==> src/rtl/game_round_ctrl.sv <==
// Round sequencer for a timed game: start, countdown, play,
// pause and game-over, with a saturating completed-round count.
module game_round_ctrl #(
  parameter int unsigned COUNTDOWN_SECS = 3
) (
  input  logic       clock,
  input  logic       reset_n,
  input  logic       start_btn,
  input  logic       pause_btn,
  input  logic       tick_1hz,
  input  logic [7:0] time_left,
  output logic       timer_go,
  output logic       timer_restart,
  output logic [2:0] game_state,
  output logic [1:0] countdown,
  output logic       round_over,
  output logic [3:0] rounds_played
);

  typedef enum logic [2:0] {
    S_IDLE      = 3'd0,
    S_RELOAD    = 3'd1,
    S_COUNTDOWN = 3'd2,
    S_PLAY      = 3'd3,
    S_PAUSE     = 3'd4,
    S_OVER      = 3'd5
  } state_e;

  localparam logic [1:0] CD_INIT = 2'(COUNTDOWN_SECS);

  state_e     state_q;
  state_e     state_d;
  logic [1:0] cnt_q;
  logic [1:0] cnt_d;
  logic       go_q;
  logic       restart_q;
  logic       over_q;
  logic [3:0] rounds_q;
  logic       enter_over;

  // Next state; one transition per cycle, so a consumed
  // button cannot act again in the destination state.
  always_comb begin
    state_d = state_q;
    cnt_d   = 2'd0;
    case (state_q)
      S_IDLE: begin
        if (start_btn) state_d = S_RELOAD;
      end
      S_RELOAD: begin
        state_d = S_COUNTDOWN;
        cnt_d   = CD_INIT;
      end
      S_COUNTDOWN: begin
        cnt_d = cnt_q;
        if (tick_1hz) begin
          if (cnt_q <= 2'd1) begin
            state_d = S_PLAY;
            cnt_d   = 2'd0;
          end else begin
            cnt_d = cnt_q - 2'd1;
          end
        end
      end
      S_PLAY: begin
        if (time_left == 8'd0) state_d = S_OVER;
        else if (pause_btn)    state_d = S_PAUSE;
      end
      S_PAUSE: begin
        if (start_btn)      state_d = S_RELOAD;
        else if (pause_btn) state_d = S_PLAY;
      end
      S_OVER: begin
        if (start_btn) state_d = S_RELOAD;
      end
      default: state_d = S_IDLE;
    endcase
  end

  assign enter_over = (state_d == S_OVER) &&
                      (state_q != S_OVER);

  // State and outputs registered together so outputs
  // change on the same edge as the state they describe.
  always_ff @(posedge clock or negedge reset_n) begin
    if (!reset_n) begin
      state_q   <= S_IDLE;
      cnt_q     <= 2'd0;
      go_q      <= 1'b0;
      restart_q <= 1'b0;
      over_q    <= 1'b0;
      rounds_q  <= 4'd0;
    end else begin
      state_q   <= state_d;
      cnt_q     <= cnt_d;
      go_q      <= (state_d == S_PLAY);
      restart_q <= (state_d == S_RELOAD);
      over_q    <= enter_over;
      if (enter_over && rounds_q != 4'd15)
        rounds_q <= rounds_q + 4'd1;
    end
  end

  assign game_state    = state_q;
  assign countdown     = cnt_q;
  assign timer_go      = go_q;
  assign timer_restart = restart_q;
  assign round_over    = over_q;
  assign rounds_played = rounds_q;

endmodule
==> config.mk <==
export PLATFORM = sky130hd
export DESIGN_NAME = game_round_ctrl
export DESIGN_NICKNAME = d
export VERILOG_FILES = /design/src/rtl/game_round_ctrl.sv
export SDC_FILE = /design/constraint.sdc
export NUM_CORES = 1
export LEC_CHECK = 0
export ABC_AREA = 1
export ABC_CLOCK_PERIOD_IN_PS = 3200
export BUFFER_PORTS_ARGS = -buffer_cell sky130_fd_sc_hd__buf_2
export CORE_MARGIN = 5
export CORE_UTILIZATION = 32
export CTS_CLUSTER_SIZE = 8
export DETAILED_ROUTE_END_ITERATION = 16
export PLACE_DENSITY = 0.56
export SLEW_MARGIN = 0
export SYNTH_ARGS = -nofsm -noshare
export SYNTH_HDL_FRONTEND = slang
export SYNTH_SLANG_ARGS = --single-unit
==> constraint.sdc <==
create_clock -name clock -period 3.2 [get_ports clock]
set_input_delay 0.32 -clock clock [delete_from_list [all_inputs] [get_ports clock]]
set_output_delay 0.32 -clock clock [all_outputs]
set_load 0.05 [all_outputs]
==> results.md, run 1 <==
* Status: finished clean
* FILL cells at 247
* CP Capture Type: flip-flop
* Setup_tns at 0 ns
* HP Start: tick_1hz
* Pin slew with the least headroom to its limit at 0.343 ns
* Hold path depth at 3
* Wirelength per Cell at roughly 9.9 µm
* Worst Hold Class: in2reg
* Reg-to-reg slack, setup at 1.72 ns
* Final Max Tran Viols at 0
* Largest net degree at the start of global routing at 13
* # diodes at 0
* Ys Warns at 0
* Commonest non-fill, non-tap cell in the layout: buf_2
* # port buffers at 24
* Setup Crit Path Kind: reg2reg
* Cell area after synthesis at 748 µm²
* Dpl cell area at 903 µm²
* GR Overflow Total at 0
* Rows at 17
* Endpoint, Worst Hold: countdown[0]$_DFFE_PN0P_
* Final Util at 42.9%
* Crit path cell chain: inv_2, nor2_1, nand2_1, nand2_1, nor2_2, nand2_2, inv_2, nand2_4, nor2_8, nand2_2, nand2_1, nand2_1
* Multi-input gate area at 380 µm²
* Core footprint at 0.00221 mm²
* Clock Skew at between 0.002 and 0.003 ns
* Cell taking the most area after synthesis: dfrtp_1
* P per Cell Area at 983 mW/mm²
* 1st-iter DRT viols at 12
* XOR/XNOR Fraction of Synth Area at 2.34%
* Via count at 691
* CTS Hold Bufs at 1
* Final Hold Viols at 0
* FMAX at 677 MHz
* Critical Path RT at 3.36 ns
* Register area at 300 µm²
* Router iterations before antenna repair at 4
* Arr. time, crit path at 1.64 ns
* Latest clock arrival within the worst-skew pair at 0.27 ns
* Postcts setup bufs at 0
* Top cell type's share of synthesized area at about 40%
* Routability congestion estimate at roughly 0.79
* Worst reg2reg startpoint: game_state[1]$_DFF_PN0_
* Crit start category: flip-flop
* Nets at 146
* First-pass GRT wire length at 2750 µm
* HPWL Detailed at between 1000 and 1500 µm
* VDD IR-drop max at between 0.0007 and 0.0008 V
* Relative slew slack at 77.0%
* Shortest period the worst path allows at about 1.5 ns
* CTS-repair resized insts at 0
* Leakage power at 0.546 nW
* Chip width at 58.4 µm
* Remaining DRCs at 0
* CTS H-Tree Depth at 1
* Clock Path Buffers at 2
* Post-synthesis mux area share at 0%
* Clock transition at path regs at approximately 0.070 ns
* Max-cap violations at 0
* Most numerous cell on the critical path: nand2_1
* Unrepaired setup endpoints after global routing: no
* Initial antenna violation count at 0
* Chip height at 58.4 µm
* Synth Area in Adders at 1.67%
* Critical path peak fanout at 6
* R2R Path End: rounds_played[0]$_DFFE_PN0P_
* Final setup viols at 0
* Full die area at 0.00341 mm²
* Commonest non-fill, non-tap cells in the layout: 24 x buf_2, 22 x nand2_1, 14 x inv_1, 13 x nor2_1
* FF+latch count, synth at 12
* Synth top area cells: dfrtp_1 40%, nand2_1 11%, nand3_1 8.0%, inv_1 7.0%, nor2_1 6.5%
* Post-synthesis compound-gate area fraction at 5.02%
* CTS tree: done
* Crit-path slowest cell: dfrtp_1
* Final std cell area, no fill at 950 µm²
* Routed Antenna Nets at 0
* Cts bufs inserted at 3
* Starting density of the core at 33.8%
* Period utilization at 46.2%
* Area growth from synthesis to layout at 26.9%
* Sequential area share after synthesis at 40.1%
* Top-Level Pins at 25
* Syn_area_per_cell at approximately 7.3 µm²
* Post-synth cell types at 22
* CTS sink count at 12
* Layout cells sized above 1 at about a third
* Routed Wire Length at 1580 µm
* CTS root buffer: clkbuf_4
* Post-Synth Simple-Gate Area at 41.8%
* R2R depth at 12
* Syn Inst Count at 102
* Worst path max stage delay at 0.40 ns
* Syn_nets at 116
* Number of global-route vias before repair at 686
* Drt via density at roughly 4.3
* Combinational family with the most area after synthesis: simple AND/OR/NAND/NOR gates
* Tot GR Track Use at just over 10%
stage by stage:
stage	cells	hold WS [ns]	worst slack [ns]	total power, mW
finish	159	0.376	1.72	0.933
global route	159	0.383	1.57	1.01
CTS	159	0.368	1.71	0.947
detailed placement	154	0.214	1.73	0.822
global placement	154	0.213	1.73	0.818
floorplan	102	0.0244	1.56	0.700
logic make-up after synthesis:
family / count (synthesis)
buffers and inverters: 18
xor gates and xnor gates: 2
AOI/OAI and AO/OA: 7
DFF: 12
and+or+nand+nor: 62
adders and majority gates: 1
worst max-delay path, delay by kind of cell (launching register included):
family	cells	cell delay, ns
buf+inv	2	0.19
flops	1	0.40
simple gates	10	0.77
metal layers:
layer  share of wire [%]  track usage, %  vias up
met5                   0               0        -
met4                   0               0        0
met3                 7.0            4.17        0
met2                  47            17.1       19
met1                  46            12.9      296
li1                    -               -      376
registers in the layout, indices dropped and copies added, names as in the netlist:
signal and cells:
countdown 2, game_state 3, timer_go 1, timer_restart 1, rounds_played 4, round_over 1
cells in the mapped netlist (all sizes together):
cell type,n
nand2,29
a21oi,3
ha,1
o31ai,1
and2,1
nand3,13
nor3,1
nand4,1
xor2,1
xnor2,1
nor2,16
o21ai,3
dfrtp,12
inv,18
nand3b,1
report_power, final:
part           internal [mW]  leakage, nW  switching (mW)  total, mW
Sequential             0.208        0.153          0.0471      0.255
Combinational          0.142        0.372           0.419      0.562
Clock                 0.0691       0.0210          0.0480      0.117
worst max path at each step:
stage                                        from                            to  slack (ns)  cells past startpoint
after floorplan           game_state[1]$_DFF_PN0_  rounds_played[0]$_DFFE_PN0P_        1.56                     11
after global placement    game_state[1]$_DFF_PN0_  rounds_played[2]$_DFFE_PN0P_        1.73                     12
after detailed placement  game_state[1]$_DFF_PN0_  rounds_played[0]$_DFFE_PN0P_        1.73                     12
after CTS                 game_state[1]$_DFF_PN0_  rounds_played[0]$_DFFE_PN0P_        1.71                     12
after global routing      game_state[1]$_DFF_PN0_  rounds_played[0]$_DFFE_PN0P_        1.57                     12
final                     game_state[1]$_DFF_PN0_  rounds_played[0]$_DFFE_PN0P_        1.72                     12
layout make-up:
type / count / area share (%)
Tap cell: 28 / 3.69
Multi-Input combinational cell: 72 / 40.1
Clock buffer: 4 / 3.82
Timing Repair Buffer: 25 / 13.7
Inverter: 18 / 7.11
Sequential cell: 12 / 31.6
No activity file was read; power rests on OpenSTA's default activity.
==> run 2: changes to the inputs <==
--- a/config.mk
+++ b/config.mk
@@ -5,14 +5,14 @@
 export SDC_FILE = /design/constraint.sdc
 export NUM_CORES = 1
 export LEC_CHECK = 0
-export ABC_AREA = 1
-export ABC_CLOCK_PERIOD_IN_PS = 3200
+export ABC_AREA = 0
+export ABC_CLOCK_PERIOD_IN_PS = 1500
 export BUFFER_PORTS_ARGS = -buffer_cell sky130_fd_sc_hd__buf_2
 export CORE_MARGIN = 5
 export CORE_UTILIZATION = 32
 export CTS_CLUSTER_SIZE = 8
 export DETAILED_ROUTE_END_ITERATION = 16
-export PLACE_DENSITY = 0.56
+export PLACE_DENSITY = 0.57
 export SLEW_MARGIN = 0
 export SYNTH_ARGS = -nofsm -noshare
 export SYNTH_HDL_FRONTEND = slang
==> constraint.sdc (replaced) <==
create_clock -name clock -period 1.5 [get_ports clock]
set_input_delay 0.15 -clock clock [delete_from_list [all_inputs] [get_ports clock]]
set_output_delay 0.15 -clock clock [all_outputs]
set_load 0.05 [all_outputs]
==> run 2 against run 1 <==
Wire length is 4.2% lower. Sequential power grew 120%. Sequential share of layout area decreased by 2.3 points. Count of clock-buffer cells in the layout is the same. Clock power up 110%. Critical path depth down 8. Sequential cell count did not move. Maximum frequency decreased by 10%. Critical endpoint is now rounds_played[1]$_DFFE_PN0P_. Non-clock buffer count up 13. Area after synthesis shrank 11%. Hold slack worse by 0.15 ns. The run now ends with setup timing left.
==> results.md, run 2 <==
* Status: complete, but fails checks
* Failing checks: setup timing
* CTS H-Tree Depth at 1 (unchanged)
* Latest clock arrival within the worst-skew pair at 0.27 ns (about the same)
* Arr. time, crit path at 1.81 ns (+0.17 ns)
* Clock Skew at 0.00107 ns (-0.00185 ns)
* Final std cell area, no fill at 0.00104 mm² (+9.6%)
* Combinational Power Share at 60.6% (+0.4 points)
* Final setup viols at 6 (+6)
* Top cells by count, synth: 12 x dfrtp_1, 6 x nand2b_1, 5 x a21oi_1, 5 x nand2_1
* Rows at 16 (-1)
* Placed cells at 119 (-23%)
* Shortest period the worst path allows at 1.65 ns (+0.173 ns)
* Chip width at 55.6 µm (-4.7%)
* FMAX at 606 MHz (-10%)
* Setup_tns at -0.615 ns (-0.615 ns)
* Critical Path RT at 1.66 ns (-1.70 ns)
* Remaining DRCs at 0 (unchanged)
* HPWL Detailed at 1190 µm (-9.2%)
* Commonest non-fill, non-tap cell in the layout: buf_2
* Period utilization at 110% (+64 points)
* Via count at 590 (-15%)
* Crit path from: game_state[1]$_DFF_PN0_
* EDFF count, synth at 0 (unchanged)
* Cell taking the most area after synthesis: dfrtp_1
* Relative slew slack at 75.0% (-2.0 points)
* Syn Inst Count at 59 (-42%)
* CP Capture Type: flip-flop
* Pin slew with the least headroom to its limit at 0.374 ns (+0.0307 ns)
* Post-synthesis mux area share at 4.89% (+4.9 points)
* Layout cells sized above 1 at 64.4% (+32 points)
* Commonest non-fill, non-tap cells in the layout: 24 x buf_2, 12 x buf_4, 8 x dfrtp_1, 5 x nand2_1
* Area growth from synthesis to layout at 56.4%
* Clock power share at 12.3% (-0.2 points)
* Share of power burned in registers at 27.1% (-0.2 points)
* Non-Filler Instances at 128 (-19%)
* Final Hold Viols at 0 (unchanged)
* Psw at 956 µW (+86%)
* Clock Path Buffers at 2 (unchanged)
* Max-cap violations at 0 (unchanged)
* CTS root buffer: clkbuf_4
* Sequential area share after synthesis at 45.1% (+5.0 points)
* Nets at 116 (-21%)
* Max reg flops at 4 (unchanged)
* Combinational family with the most area after synthesis: simple AND/OR/NAND/NOR gates
* Critical path peak fanout at 6 (unchanged)
* Net Sw Frac at 46.9% (-8.2 points)
* Post-synthesis compound-gate area fraction at 13.3% (+8.3 points)
* Most used flip-flop cell after synthesis: dfrtp_1
* Ys Warns at 0 (unchanged)
* Top cell type's share of synthesized area at 45.1% (+5.0 points)
* Asr flop ratio synth at 100% (unchanged)
* Routability congestion estimate at 0.791 (about the same)
* 1st-iter DRT viols at 7 (-5)
* FILL cells at 186 (-25%)
* Routed Wire Length at 1510 µm (-4.2%)
* Initial antenna violation count at 0 (unchanged)
* Top-Level Pins at 25 (unchanged)
* Leakage power at 0.510 nW (-6.6%)
* CTS tree: done
* Worst reg2reg startpoint: game_state[1]$_DFF_PN0_
* First-pass GRT wire length at 2560 µm (-6.8%)
* Number of global-route vias before repair at 593 (-14%)
* Multi-input gate area at 423 µm² (+11%)
* # diodes at 0 (unchanged)
* XOR/XNOR Fraction of Synth Area at 2.63% (+0.29 points)
* Drt via density at 4.61 (+6.1%)
* Router iterations before antenna repair at 4 (unchanged)
* Post-synth cell types at 27 (+23%)
* Syn_nets at 73 (-37%)
* Cts bufs inserted at 3 (unchanged)
* Register area at 305 µm² (+1.7%)
* Final WS setup at -0.150 ns (-1.87 ns)
* P per Cell Area at 1960 mW/mm² (+99%)
* Tot GR Track Use at 10.2% (+0.084 points)
* Crit start category: flip-flop
* Syn_area_per_cell at 11.3 µm² (+54%)
* VDD IR-drop max at 0.00109 V (+47%)
* Core footprint at 0.00198 mm² (-10%)
* Routed Antenna Nets at 0 (unchanged)
* Largest net degree at the start of global routing at 13 (unchanged)
* Final Max Tran Viols at 0 (unchanged)
* Worst Hold Class: in2reg
* Starting density of the core at 33.6% (-0.24 points)
* Chip height at 55.6 µm (-4.7%)
* Dpl cell area at 917 µm² (+1.5%)
* HP Start: tick_1hz
* Final Util at 52.5% (+9.6 points)
* Most common cell in the synthesized netlist: dfrtp_1
* Cell area after synthesis at 666 µm² (-11%)
* # port buffers at 24 (unchanged)
* GR Overflow Total at 0 (unchanged)
* Post-Synth Simple-Gate Area at 30.5% (-11 points)
* Internal power at 1.08 mW (+160%)
* Synth Area in Adders at 1.88% (+0.21 points)
* Wirelength per Cell at 11.8 µm (+19%)
* Synth top area cells: dfrtp_1 45%, nor4_4 6.4%, nand2b_1 5.6%, a21oi_1 3.8%, a211oi_4 3.0%
* FF+latch count, synth at 12 (unchanged)
* CTS sink count at 12 (unchanged)
* Unrepaired setup endpoints after global routing: yes
* Setup Crit Path Kind: reg2reg
* Clock transition at path regs at 0.07 ns (about the same)
* Full die area at 0.00309 mm² (-9.2%)
## run 2: cell type report
cell class,count,share of cell area [%]
multi-input cells,44,40.6
repair buffers,38,22.2
inverters,3,1.08
flip-flops and latches,12,29.3
clock buffers,4,3.49
well taps,27,3.25
## run 2: path summary, 6_finish.rpt
check,end,slack [ns],cells after the start
setup / recovery,rounds_played[1]$_DFFE_PN0P_,-0.15,4
hold / removal,countdown[0]$_DFFE_PN0P_,0.22,4
setup reg to reg,rounds_played[1]$_DFFE_PN0P_,-0.15,4
hold reg to reg,rounds_played[3]$_DFFE_PN0P_,0.52,1
max in group asynchronous,game_state[0]$_DFF_PN0_,0.97,2
min in group asynchronous,rounds_played[3]$_DFFE_PN0P_,0.29,2
## run 2: logic make-up after synthesis
family                     Yosys count
adders and majority gates            1
xor gates and xnor gates             2
muxes                                3
and+or+nand+nor                     26
DFF                                 12
buffers and inverters                3
AOI/OAI and AO/OA                   12
## run 2: worst max-delay path, stage by stage (launching register included)
cell      delay (ns)
dfrtp_2         0.49
and3b_2         0.26
a211oi_4        0.37
nor3_2          0.11
mux2_4          0.31
## run 2: what timing repair did
action | CTS | global route
gates resized for setup | 4 | 8
hold endpoints to repair | 12 | 0
gates cloned | 0 | 0
endpoints found under the setup margin | 6 | 7
pin swaps | 1 | 5
setup buffers | 3 | 1
hold buffers | 1 | 0
## run 2: power by group through the flow
stage,Sequential (mW),Combinational [mW],Clock (mW)
2_1_floorplan,0.913,0.375,0
3_3_place_gp,0.549,1.08,0
3_5_place_dp,0.550,1.09,0
4_1_cts,0.538,1.17,0.261
5_1_grt,0.569,1.33,0.283
6_report,0.552,1.24,0.251
## run 2: stage by stage
step	setup slack [ns]	hold WS (ns)	power (mW)
global route	-0.198	0.252	2.18
finish	-0.150	0.221	2.04
detailed placement	-0.156	0.0479	1.64
CTS	-0.141	0.221	1.97
global placement	-0.106	0.0424	1.63
floorplan	-0.216	-0.146	1.29
## run 2: per-layer routing
layer	part of all wire (%)	wire [µm]	up-vias	track usage [%]
met3	6.0	91	2	2.78
li1	-	-	295	-
met2	53	802	12	17.4
met5	0	0	-	0
met1	41	614	281	12.0
met4	0.40	6	0	4.17
==> run 3: changes to the inputs <==
--- a/config.mk
+++ b/config.mk
@@ -13,6 +13,7 @@
 export CTS_CLUSTER_SIZE = 8
 export DETAILED_ROUTE_END_ITERATION = 16
 export PLACE_DENSITY = 0.57
+export REMOVE_ABC_BUFFERS = 1
 export SLEW_MARGIN = 0
 export SYNTH_ARGS = -nofsm -noshare
 export SYNTH_HDL_FRONTEND = slang
==> run 3 against run 2 <==
The flow still finishes with violations (setup timing). Hold slack lost 0.016 ns. Die area is the same. Critical path type unchanged. Global-route usage grew 1.2 points. Design area grew 5.2%. First-iteration DRC count is the same. Count of clock-buffer cells in the layout is the same. Critical path depth grew 1.
==> results.md, run 3 (synthesized netlist as in run 2, its figures left out) <==
* Status: complete, but fails checks
* Failing checks: setup timing
* Unrepaired setup endpoints after global routing: yes
* Routability congestion estimate at 0.764 (-3.4%)
* Clock transition at path regs at 0.08 ns (about the same)
* Router iterations before antenna repair at 3 (-1)
* FILL cells at 179 (-3.8%)
* Number of global-route vias before repair at 634 (+6.9%)
* CTS root buffer: clkbuf_4
* CP Capture Type: flip-flop
* Core footprint at 0.00198 mm² (unchanged)
* Relative slew slack at 77.4% (+2.4 points)
* Chip width at 55.6 µm (unchanged)
* Worst slack at placement at -0.235 ns (-0.0795 ns)
* 1st-iter DRT viols at 7 (unchanged)
* Non-Filler Instances at 134 (+4.7%)
* Critical path peak fanout at 7 (+1)
* Drt via density at 4.61 (about the same)
* CTS H-Tree Depth at 1 (unchanged)
* Final Util at 55.2% (+2.7 points)
* Reg-to-reg slack, setup at -0.14 ns (about the same)
* # port buffers at 24 (unchanged)
* Initial antenna violation count at 0 (unchanged)
* CTS sink count at 12 (unchanged)
* Endpoint, Worst Hold: countdown[0]$_DFFE_PN0P_
* Max-cap violations at 0 (unchanged)
* Worst reg2reg startpoint: game_state[1]$_DFF_PN0_
* Remaining DRCs at 0 (unchanged)
* Setup_tns at -0.870 ns (-0.255 ns)
* CTS tree: done
* First-pass GRT wire length at 2700 µm (+5.7%)
* # diodes at 0 (unchanged)
* Setup Crit Path Kind: reg2reg
* Rows at 16 (unchanged)
* Clock Skew at 0.00488 ns (+0.00381 ns)
* Full die area at 0.00309 mm² (unchanged)
* Chip height at 55.6 µm (unchanged)
* Final WS setup at -0.142 ns (+0.00844 ns)
* Dpl cell area at 940 µm² (+2.5%)
* Pin slew with the least headroom to its limit at 0.338 ns (-0.0354 ns)
* Nets at 122 (+5.2%)
* Placed cells at 126 (+5.9%)
* Commonest non-fill, non-tap cell in the layout: buf_2
* HPWL Detailed at 1220 µm (+3.1%)
* Leakage power at 0.543 nW (+6.6%)
* Routed Antenna Nets at 0 (unchanged)
* Period utilization at 109% (-0.56 points)
* FMAX at 609 MHz (+0.51%)
* Critical Path RT at 1.66 ns (about the same)
* VDD IR-drop max at 0.00121 V (+11%)
* Routed Wire Length at 1590 µm (+5.2%)
* R2R depth at 5 (+1)
* Final setup viols at 8 (+2)
* Latest clock arrival within the worst-skew pair at 0.28 ns (about the same)
* Top-Level Pins at 25 (unchanged)
* R2R Path End: rounds_played[1]$_DFFE_PN0P_
* HP Start: tick_1hz
* Commonest non-fill, non-tap cells in the layout: 24 x buf_2, 15 x buf_4, 10 x dfrtp_1
* Crit start category: flip-flop
* Shortest period the worst path allows at 1.64 ns (-0.00844 ns)
* Max reg flops at 4 (unchanged)
* Layout cells sized above 1 at 65.4% (+1.1 points)
* Clock Path Buffers at 2 (unchanged)
* Hold path depth at 4 (unchanged)
* Crit-path slowest cell: dfrtp_2
* Worst path max stage delay at 0.46 ns (-0.03 ns)
* Area growth from synthesis to layout at 64.5%
* P per Cell Area at 1960 mW/mm² (+0.31%)
* Starting density of the core at 33.6% (unchanged)
* Tot GR Track Use at 11.4% (+1.2 points)
* Final std cell area, no fill at 0.00109 mm² (+5.2%)
* Largest net degree at the start of global routing at 13 (unchanged)
* GR Overflow Total at 0 (unchanged)
* Crit path from: game_state[1]$_DFF_PN0_
* Final Hold Viols at 0 (unchanged)
* Worst Hold Class: in2reg
* Wirelength per Cell at 11.9 µm (+0.51%)
* Final Max Tran Viols at 0 (unchanged)
* Arr. time, crit path at 1.81 ns (about the same)
* Cts bufs inserted at 3 (unchanged)
* Crit path cell chain: nor3b_2, a21oi_1, a21o_1, nor3_4, mux2_4
* Via count at 618 (+4.7%)
-- run 3: final cells by class --
| type | instances | area (µm²) | area share [%] |
|---|---|---|---|
| repair buffers | 44 | 288 | 26.3 |
| well taps | 27 | 33.8 | 3.09 |
| multi-input cells | 44 | 423 | 38.6 |
| clock buffers | 4 | 36.3 | 3.31 |
| flip-flops and latches | 12 | 303 | 27.7 |
| inverters | 3 | 11.3 | 1.03 |
-- run 3: metal layers --
layer	GRT usage, %	share of wire (%)	vias to the layer above
li1	-	-	310
met2	19.8	53	14
met3	3.71	5.6	4
met4	8.33	2.9	0
met1	11.3	39	290
met5	0	0	-
-- run 3: stage by stage --
| step | power (mW) | hold slack (ns) |
|---|---|---|
| detailed placement | 1.69 | 0.0484 |
| CTS | 2.12 | 0.205 |
| floorplan | 1.23 | -0.146 |
| global route | 2.29 | 0.232 |
| finish | 2.15 | 0.205 |
| global placement | 1.68 | 0.0454 |
-- run 3: worst max-delay path by stage --
stage / to / slack [ns] / cells after the start
final: rounds_played[1]$_DFFE_PN0P_ / -0.14 / 5
after global routing: round_over$_DFF_PN0_ / -0.24 / 7
after CTS: rounds_played[1]$_DFFE_PN0P_ / -0.16 / 5
after detailed placement: rounds_played[2]$_DFFE_PN0P_ / -0.24 / 5
after global placement: rounds_played[2]$_DFFE_PN0P_ / -0.23 / 5
after floorplan: rounds_played[1]$_DFFE_PN0P_ / -0.44 / 5
-- run 3: power breakdown --
| part | internal [mW] | switching (mW) | leakage, nW |
|---|---|---|---|
| sequential | 0.432 | 0.0998 | 0.155 |
| clock | 0.148 | 0.116 | 0.0210 |
| combinational | 0.579 | 0.776 | 0.368 |
-- run 3: worst max-delay path: cells and delay by family (launching register included) --
family,cells,cell delay [ns]
flops,1,0.46
compound gates,2,0.31
simple gates,2,0.44
mux,1,0.31
-- run 3: timing repair --
item | in CTS | in global routing
hold buffers | 1 | 0
pin swaps | 8 | 7
buffers inserted | 2 | 1
cloned | 0 | 0
gates resized for setup | 15 | 7
setup endpoints to repair | 8 | 8
hold endpoints to repair | 12 | 0
